$ cat src/rtl/pu_riscv_pmacfg_regs_if.sv
// Request/response bus into the PMA config register file.
// One request per transaction; the slave acks one cycle after accept.
interface pu_riscv_pmacfg_regs_if #(
    parameter int XLEN    = 64,
    parameter int PMA_CNT = 4
);
    localparam int IDX_W = $clog2(PMA_CNT);

    logic             req_i;
    logic             we_i;
    logic             sel_i;
    logic [IDX_W-1:0] idx_i;
    logic [XLEN-1:0]  wdata_i;
    logic [XLEN-1:0]  rdata_o;
    logic             ack_o;
    logic             err_o;

    modport master (
        output req_i, we_i, sel_i, idx_i, wdata_i,
        input  rdata_o, ack_o, err_o
    );

    modport slave (
        input  req_i, we_i, sel_i, idx_i, wdata_i,
        output rdata_o, ack_o, err_o
    );
endinterface

$ cat src/rtl/pu_riscv_pmacfg_regs.sv
// PMA region cfg/address shadow registers, published atomically to the checker on commit.
// Ack one cycle after accept; requests are ignored while busy (RESP), commit is always taken.
module pu_riscv_pmacfg_regs #(
    parameter int              XLEN    = 64,
    parameter int              PMA_CNT = 4,
    parameter logic [13:0]     CFG_RST = 14'h0,
    parameter logic [XLEN-1:0] ADR_RST = '0
) (
    input  logic                          clk_i,
    input  logic                          rst_i,
    pu_riscv_pmacfg_regs_if.slave         bus,
    input  logic                          commit_i,
    output logic                          busy_o,
    output logic [PMA_CNT-1:0][13:0]      pma_cfg_o,
    output logic [PMA_CNT-1:0][XLEN-1:0]  pma_adr_o
);
    localparam logic [1:0] TOR = 2'b01;

    typedef enum logic {IDLE, RESP} state_t;

    state_t                       r_state;
    state_t                       w_state_nxt;
    logic [PMA_CNT-1:0][13:0]     r_shd_cfg;
    logic [PMA_CNT-1:0][13:0]     r_act_cfg;
    logic [PMA_CNT-1:0][XLEN-1:0] r_shd_adr;
    logic [PMA_CNT-1:0][XLEN-1:0] r_act_adr;
    logic [PMA_CNT-1:0]           r_lock;
    logic [PMA_CNT-1:0]           w_adr_lock;
    logic [XLEN-1:0]              r_rdata;
    logic [XLEN-1:0]              w_rd_cfg;
    logic                         r_err;
    logic                         w_accept;
    logic                         w_idx_ok;

    assign w_accept = (r_state == IDLE) && bus.req_i;
    assign w_idx_ok = 32'(bus.idx_i) < PMA_CNT;

    // A locked TOR region above uses this address as its lower bound.
    for (genvar g = 0; g < PMA_CNT; g++) begin : g_adr_lock
        if (g < PMA_CNT - 1) begin : g_tor
            assign w_adr_lock[g] = r_lock[g] |
                                   (r_lock[g+1] & (r_shd_cfg[g+1][1:0] == TOR));
        end else begin : g_last
            assign w_adr_lock[g] = r_lock[g];
        end
    end

    always_comb begin
        w_rd_cfg        = '0;
        w_rd_cfg[13:0]  = r_shd_cfg[bus.idx_i];
        w_rd_cfg[15]    = r_lock[bus.idx_i];
    end

    always_comb begin
        w_state_nxt = r_state;
        case (r_state)
            IDLE:    if (bus.req_i) w_state_nxt = RESP;
            RESP:    w_state_nxt = IDLE;
            default: w_state_nxt = IDLE;
        endcase
    end

    always_ff @(posedge clk_i) begin
        if (rst_i) begin
            r_state <= IDLE;
            r_rdata <= '0;
            r_err   <= 1'b0;
            r_lock  <= '0;
            for (int i = 0; i < PMA_CNT; i++) begin
                r_shd_cfg[i] <= CFG_RST;
                r_act_cfg[i] <= CFG_RST;
                r_shd_adr[i] <= ADR_RST;
                r_act_adr[i] <= ADR_RST;
            end
        end else begin
            r_state <= w_state_nxt;
            if (commit_i) begin
                r_act_cfg <= r_shd_cfg;
                r_act_adr <= r_shd_adr;
            end
            if (w_accept) begin
                r_rdata <= '0;
                r_err   <= 1'b0;
                if (!w_idx_ok) begin
                    r_err <= 1'b1;
                end else if (bus.we_i) begin
                    if (!bus.sel_i) begin
                        if (r_lock[bus.idx_i]) begin
                            r_err <= 1'b1;
                        end else begin
                            r_shd_cfg[bus.idx_i] <= bus.wdata_i[13:0];
                            r_lock[bus.idx_i]    <= bus.wdata_i[15];
                        end
                    end else begin
                        if (w_adr_lock[bus.idx_i]) begin
                            r_err <= 1'b1;
                        end else begin
                            r_shd_adr[bus.idx_i] <= bus.wdata_i;
                        end
                    end
                end else begin
                    r_rdata <= bus.sel_i ? r_shd_adr[bus.idx_i] : w_rd_cfg;
                end
            end
        end
    end

    // A reset arriving during RESP drops the transaction without acking it.
    assign bus.ack_o   = (r_state == RESP) && !rst_i;
    assign bus.err_o   = r_err;
    assign bus.rdata_o = r_rdata;
    assign busy_o      = (r_state == RESP);
    assign pma_cfg_o   = r_act_cfg;
    assign pma_adr_o   = r_act_adr;
endmodule
$ cat src/flat_wrapper.sv
// flat-port wrapper written by rule: the top's interface ports become plain ports
module pu_riscv_pmacfg_regs_flat 
#(
    parameter int              XLEN    = 64,
    parameter int              PMA_CNT = 4,
    parameter logic [13:0]     CFG_RST = 14'h0,
    parameter logic [XLEN-1:0] ADR_RST = '0
)
  (clk_i, rst_i, commit_i, busy_o, pma_cfg_o, pma_adr_o, bus_req_i, bus_we_i, bus_sel_i, bus_idx_i, bus_wdata_i, bus_rdata_o, bus_ack_o, bus_err_o);
  pu_riscv_pmacfg_regs_if #(.XLEN(XLEN), .PMA_CNT(PMA_CNT)) bus_i ();
  input  logic clk_i;
  input  logic rst_i;
  input  logic commit_i;
  output logic busy_o;
  output logic [PMA_CNT-1:0][13:0] pma_cfg_o;
  output logic [PMA_CNT-1:0][XLEN-1:0] pma_adr_o;
  input wire logic [$bits(bus_i.req_i)-1:0] bus_req_i;
  input wire logic [$bits(bus_i.we_i)-1:0] bus_we_i;
  input wire logic [$bits(bus_i.sel_i)-1:0] bus_sel_i;
  input wire logic [$bits(bus_i.idx_i)-1:0] bus_idx_i;
  input wire logic [$bits(bus_i.wdata_i)-1:0] bus_wdata_i;
  output wire logic [$bits(bus_i.rdata_o)-1:0] bus_rdata_o;
  output wire logic [$bits(bus_i.ack_o)-1:0] bus_ack_o;
  output wire logic [$bits(bus_i.err_o)-1:0] bus_err_o;
  assign bus_i.req_i = bus_req_i;
  assign bus_i.we_i = bus_we_i;
  assign bus_i.sel_i = bus_sel_i;
  assign bus_i.idx_i = bus_idx_i;
  assign bus_i.wdata_i = bus_wdata_i;
  assign bus_rdata_o = bus_i.rdata_o;
  assign bus_ack_o = bus_i.ack_o;
  assign bus_err_o = bus_i.err_o;
  pu_riscv_pmacfg_regs #(.XLEN(XLEN), .PMA_CNT(PMA_CNT), .CFG_RST(CFG_RST), .ADR_RST(ADR_RST)) u_core (.clk_i(clk_i), .rst_i(rst_i), .bus(bus_i), .commit_i(commit_i), .busy_o(busy_o), .pma_cfg_o(pma_cfg_o), .pma_adr_o(pma_adr_o));
endmodule
$ cat config.mk
export PLATFORM = sky130hd
export DESIGN_NAME = pu_riscv_pmacfg_regs_flat
export DESIGN_NICKNAME = d
export VERILOG_FILES = /design/src/rtl/pu_riscv_pmacfg_regs_if.sv /design/src/rtl/pu_riscv_pmacfg_regs.sv /design/src/flat_wrapper.sv
export SDC_FILE = /design/constraint.sdc
export NUM_CORES = 1
export LEC_CHECK = 0
export ABC_AREA = 1
export CORE_ASPECT_RATIO = 0.8
export CORE_UTILIZATION = 43
export CTS_CLUSTER_DIAMETER = 150
export CTS_CLUSTER_SIZE = 20
export DETAILED_ROUTE_END_ITERATION = 12
export PLACE_DENSITY = 0.76
export SYNTH_ARGS = -nofsm -noshare
export SYNTH_HDL_FRONTEND = slang
export SYNTH_SLANG_ARGS = --single-unit
$ cat constraint.sdc
create_clock -name clk_i -period 2.2 [get_ports clk_i]
set_input_delay 0.33 -clock clk_i [delete_from_list [all_inputs] [get_ports clk_i]]
set_output_delay 0.33 -clock clk_i [all_outputs]
set_load 0.005 [all_outputs]
==> impl_metrics.prom <==
# TYPE chip_impl_metric gauge
chip_impl_metric{name="remaining_global_route_overflow",unit=""} 0
chip_impl_metric{name="synthDominantCellAreaShare",unit="%"} 51.7
chip_impl_info{name="cts_tree",value="built"} 1
chip_impl_metric{name="finalClockSkew",unit="ns"} 0.0234
chip_impl_info{name="critical-path-slowest-cell",value="clkdlybuf4s50_1"} 1
chip_impl_metric{name="h-tree-depth",unit=""} 2
chip_impl_metric{name="worst-path-max-fanout",unit=""} 2
chip_impl_metric{name="postCtsHoldBufs",unit=""} 0
chip_impl_metric{name="area.growth.synth_to_final",unit="%"} 25.5
chip_impl_metric{name="crit_required",unit="ns"} 1.87
chip_impl_metric{name="vdd_ir_drop_max",unit="uV"} 481
chip_impl_metric{name="clock_sinks",unit=""} 694
chip_impl_metric{name="ys_seq_elements",unit=""} 694
chip_impl_metric{name="wl_per_cell",unit="um"} 17.5
chip_impl_metric{name="globalRouteTotalUtil",unit="%"} 25.8
chip_impl_metric{name="synth_warnings",unit=""} 0
chip_impl_info{name="worst_r2r_endpoint",value="u_core.r_shd_adr[23]$_SDFFE_PP0P_"} 1
chip_impl_info{name="synth_top_flop_cell",value="dfxtp_1"} 1
chip_impl_metric{name="dieWidth",unit="um"} 282
chip_impl_metric{name="synthesis.instances",unit=""} 3695
chip_impl_metric{name="r2r_cells",unit=""} 10
chip_impl_metric{name="cp.buffers_inverters",unit=""} 2
chip_impl_metric{name="hold_path_depth",unit=""} 2
chip_impl_metric{name="finalCriticalPeriod",unit="ns"} 1.93
chip_impl_metric{name="drt-pass1-iter-count",unit=""} 7
chip_impl_metric{name="post_layout_nonfiller_instances",unit=""} 4862
chip_impl_metric{name="maxSlewHeadroom",unit="%"} 49.0
chip_impl_metric{name="fmaxAchievable",unit="MHz"} 519
chip_impl_metric{name="finalHoldViolations",unit=""} 0
chip_impl_metric{name="cts_post_setup_buffers_inserted",unit=""} 0
chip_impl_metric{name="timing.final.crit_share",unit="%"} 87.5
chip_impl_metric{name="wire_length_of_the_first_global_routing_pass",unit="um"} 129000
chip_impl_metric{name="synth_enable_flop_cells",unit=""} 0
chip_impl_metric{name="synth_fp_nets",unit=""} 3767
chip_impl_metric{name="row_count",unit=""} 81
chip_impl_info{name="hold_path_end",value="u_core.pma_adr_o[166]$_SDFFE_PP0P_"} 1
chip_impl_metric{name="critical_path.max_stage_delay",unit="ns"} 0.50
chip_impl_metric{name="routed_wirelength",unit="um"} 85200
chip_impl_metric{name="static-leakage-power",unit="nW"} 15.0
chip_impl_info{name="synthMostInstantiatedCell",value="nand2_1"} 1
chip_impl_info{name="synthTopCellsByArea",value="dfxtp_1, nand2_1, nor2_1"} 1
chip_impl_metric{name="dieArea",unit="um2"} 63600
chip_impl_metric{name="dp_hpwl",unit="um"} 58700
chip_impl_metric{name="synth-async-reset-ratio",unit="%"} 0
chip_impl_info{name="critical-path-top-delay-family",value="buffers and inverters"} 1
chip_impl_metric{name="post-place-ws",unit="ns"} -0.0805
chip_impl_info{name="reg2reg_from",value="u_core.r_shd_cfg[43]$_SDFFE_PP0P_"} 1
chip_impl_metric{name="place_congestion",unit=""} 0.867
chip_impl_metric{name="final_net_count",unit=""} 4099
chip_impl_metric{name="clock_buffers_created_by_tritoncts",unit=""} 40
chip_impl_info{name="hold_wc_startpoint",value="commit_i"} 1
chip_impl_metric{name="report.final.setup_viol",unit=""} 0
chip_impl_metric{name="ys_types",unit=""} 22
chip_impl_metric{name="timing.reg2reg.setup_slack",unit="ns"} 0.44
chip_impl_metric{name="post_cts.resized_instances",unit=""} 0
chip_impl_metric{name="worst_slack",unit="ns"} 0.275
chip_impl_metric{name="finalMaxSlewViolations",unit=""} 0
chip_impl_info{name="critPathKind",value="flop to primary output"} 1
chip_impl_metric{name="drive_above_1_share",unit="%"} 4.32
chip_impl_metric{name="power_density",unit="nW/um2"} 681
chip_impl_info{name="synth.cells.most_frequent",value="nand2_1, dfxtp_1, nor2_1, a21oi_1, inv_1"} 1
chip_impl_metric{name="num_io_pins",unit=""} 451
chip_impl_info{name="rsz0062_at_grt",value="false"} 1
chip_impl_metric{name="avgSynthCellArea",unit="um2"} 7.28
chip_impl_metric{name="worstSkewPairLatency",unit="ns"} 0.59
chip_impl_metric{name="detail_route.iter0.violations",unit=""} 2483
chip_impl_metric{name="initial_core_util",unit="%"} 43.7
chip_impl_metric{name="grt_start_max_net_pins",unit=""} 125
chip_impl_metric{name="grt_pass1_vias",unit=""} 22529
chip_impl_metric{name="timing.max_cap.violations",unit=""} 0
chip_impl_metric{name="core",unit="um2"} 61500
chip_impl_metric{name="detail_route.drc_violations",unit=""} 0
chip_impl_metric{name="totalPowerFinal",unit="mW"} 23.0
chip_impl_metric{name="dieHeight",unit="um"} 226
chip_impl_info{name="synthDominantAreaCellType",value="dfxtp_1"} 1
chip_impl_metric{name="numPlacedInstances",unit=""} 4815
chip_impl_metric{name="netlist_area",unit="um2"} 26900
chip_impl_info{name="hp-class",value="primary input to flop"} 1
chip_impl_metric{name="worst_hold_slack",unit="ns"} 0.0898
chip_impl_info{name="cts.root.buffer_cell",value="clkbuf_16"} 1
chip_impl_metric{name="worst-slew-pin-transition",unit="ns"} 0.764
chip_impl_metric{name="fillCellCount",unit=""} 5665
chip_impl_metric{name="cp.arrival",unit="ns"} 1.60
chip_impl_metric{name="num_vias",unit=""} 24996
chip_impl_info{name="status",value="completed"} 1
chip_impl_metric{name="cts.path.max_buffers",unit=""} 3
chip_impl_metric{name="cts.reportedPaths.clkPinSlew",unit="ns"} 0.08
chip_impl_metric{name="remaining_antenna_violation_count",unit=""} 0
chip_impl_info{name="setup.worst_path.end_class",value="primary output"} 1
chip_impl_info{name="setup.worst_path.start_class",value="flop"} 1
chip_impl_metric{name="initial_antenna_violation_count",unit=""} 5
chip_impl_metric{name="post_drt_via_cell_ratio",unit=""} 5.14
chip_impl_metric{name="port-buffer-count",unit=""} 450
chip_impl_metric{name="synth-seq-area-share",unit="%"} 51.7
chip_impl_info{name="cp_cell_sequence",value="inv_1, nor2_1, clkdlybuf4s50_1"} 1
chip_impl_metric{name="post-route-util",unit="%"} 54.9
-- registers in the layout, summed over array words and instances, names as in the netlist --
signal and count:
u_core.bus.rdata_o 64, u_core.pma_adr_o 256, u_core.busy_o 1, u_core.bus.err_o 1
u_core.pma_cfg_o 56, u_core.r_shd_adr 256, u_core.r_shd_cfg 56, u_core.r_lock 4
-- power by group --
part           leakage [nW]  internal [mW]  total, mW  switching [mW]
Sequential             5.65           12.9       13.2           0.241
Combinational          8.86           1.04       2.33            1.29
Clock                 0.518           3.35       7.49            4.14
Total                  15.0           17.3       23.0            5.67
-- how the worst max path moves through the flow --
stage	slack, ns	to	cells after the start	start
5_1_grt	0.17	bus_ack_o	3	u_core.busy_o$_SDFF_PP0_
2_1_floorplan	0.61	u_core.r_shd_adr[207]$_SDFFE_PP0P_	9	u_core.busy_o$_SDFF_PP0_
6_report	0.27	bus_ack_o	3	u_core.busy_o$_SDFF_PP0_
3_5_place_dp	-0.08	u_core.r_shd_adr[244]$_SDFFE_PP0P_	9	bus_idx_i[1]
3_3_place_gp	-0.03	u_core.r_shd_adr[217]$_SDFFE_PP0P_	9	bus_idx_i[1]
4_1_cts	0.22	bus_ack_o	3	u_core.busy_o$_SDFF_PP0_
-- stage by stage --
step / cell area [um2] / TNS [ns]
2_1_floorplan: 26900 / 0
4_1_cts: 33700 / 0
3_3_place_gp: 32700 / -1.42
3_5_place_dp: 32700 / -4.06
6_report: 33800 / 0
5_1_grt: 33800 / 0
-- cell usage in the layout (no fill, tap or decap) --
| master | n |
|---|---|
| inv_6 | 2 |
| nand3b_1 | 1 |
| nand3_1 | 22 |
| inv_8 | 1 |
| nand4_1 | 8 |
| buf_2 | 1 |
| nor2_1 | 631 |
| dfxtp_1 | 694 |
| nand3_4 | 4 |
| a21oi_1 | 368 |
| o21ai_0 | 313 |
| diode_2 | 3 |
| buf_12 | 48 |
| clkinv_4 | 1 |
| nand2_1 | 895 |
| nor2_8 | 1 |
| a22oi_1 | 126 |
| inv_2 | 2 |
| o2111ai_1 | 14 |
| nand2_4 | 1 |
| nand3_2 | 1 |
| clkbuf_16 | 41 |
| buf_4 | 66 |
| clkdlybuf4s50_1 | 448 |
| nor2_4 | 4 |
| inv_1 | 335 |
| buf_8 | 1 |
-- worst reg2reg max path: cells and delay by family, from the launching register on --
family                 cells  cell delay [ns]
buffers and inverters      3             0.58
flip-flops                 1             0.32
AND/OR/NAND/NOR            7             0.77
-- cell type report --
cell class                      count  area, um2  area share [%]
Timing Repair Buffer              564       5960            17.7
Clock inverter                      3       26.3          0.0778
Inverter                          338       1280            3.78
Antenna cell                        3       7.51          0.0222
Sequential cell                   694      13900            41.2
Clock buffer                       41       1030            3.04
Multi-Input combinational cell   2389      10500            31.2
Tap cell                          830       1040            3.08
-- cells by family (layout without fill, tap and decap cells) --
group,after synthesis,after routing,share of synthesized area (%)
compound gates,821,821,16.6
buf+inv,612,946,9.32
flops,694,694,51.7
other cells,0,3,0
simple gates,1568,1568,22.4
-- metal layers --
| metal | vias to the layer above | track usage (%) | share of wire, % |
|---|---|---|---|
| li1 | 12260 | - | - |
| met1 | 11577 | 37.4 | 45 |
| met2 | 1013 | 39.3 | 44 |
| met3 | 142 | 3.38 | 7.5 |
| met4 | 4 | 8.22 | 2.9 |
| met5 | - | 0 | 0.026 |
(Power assumes the default switching activity.)
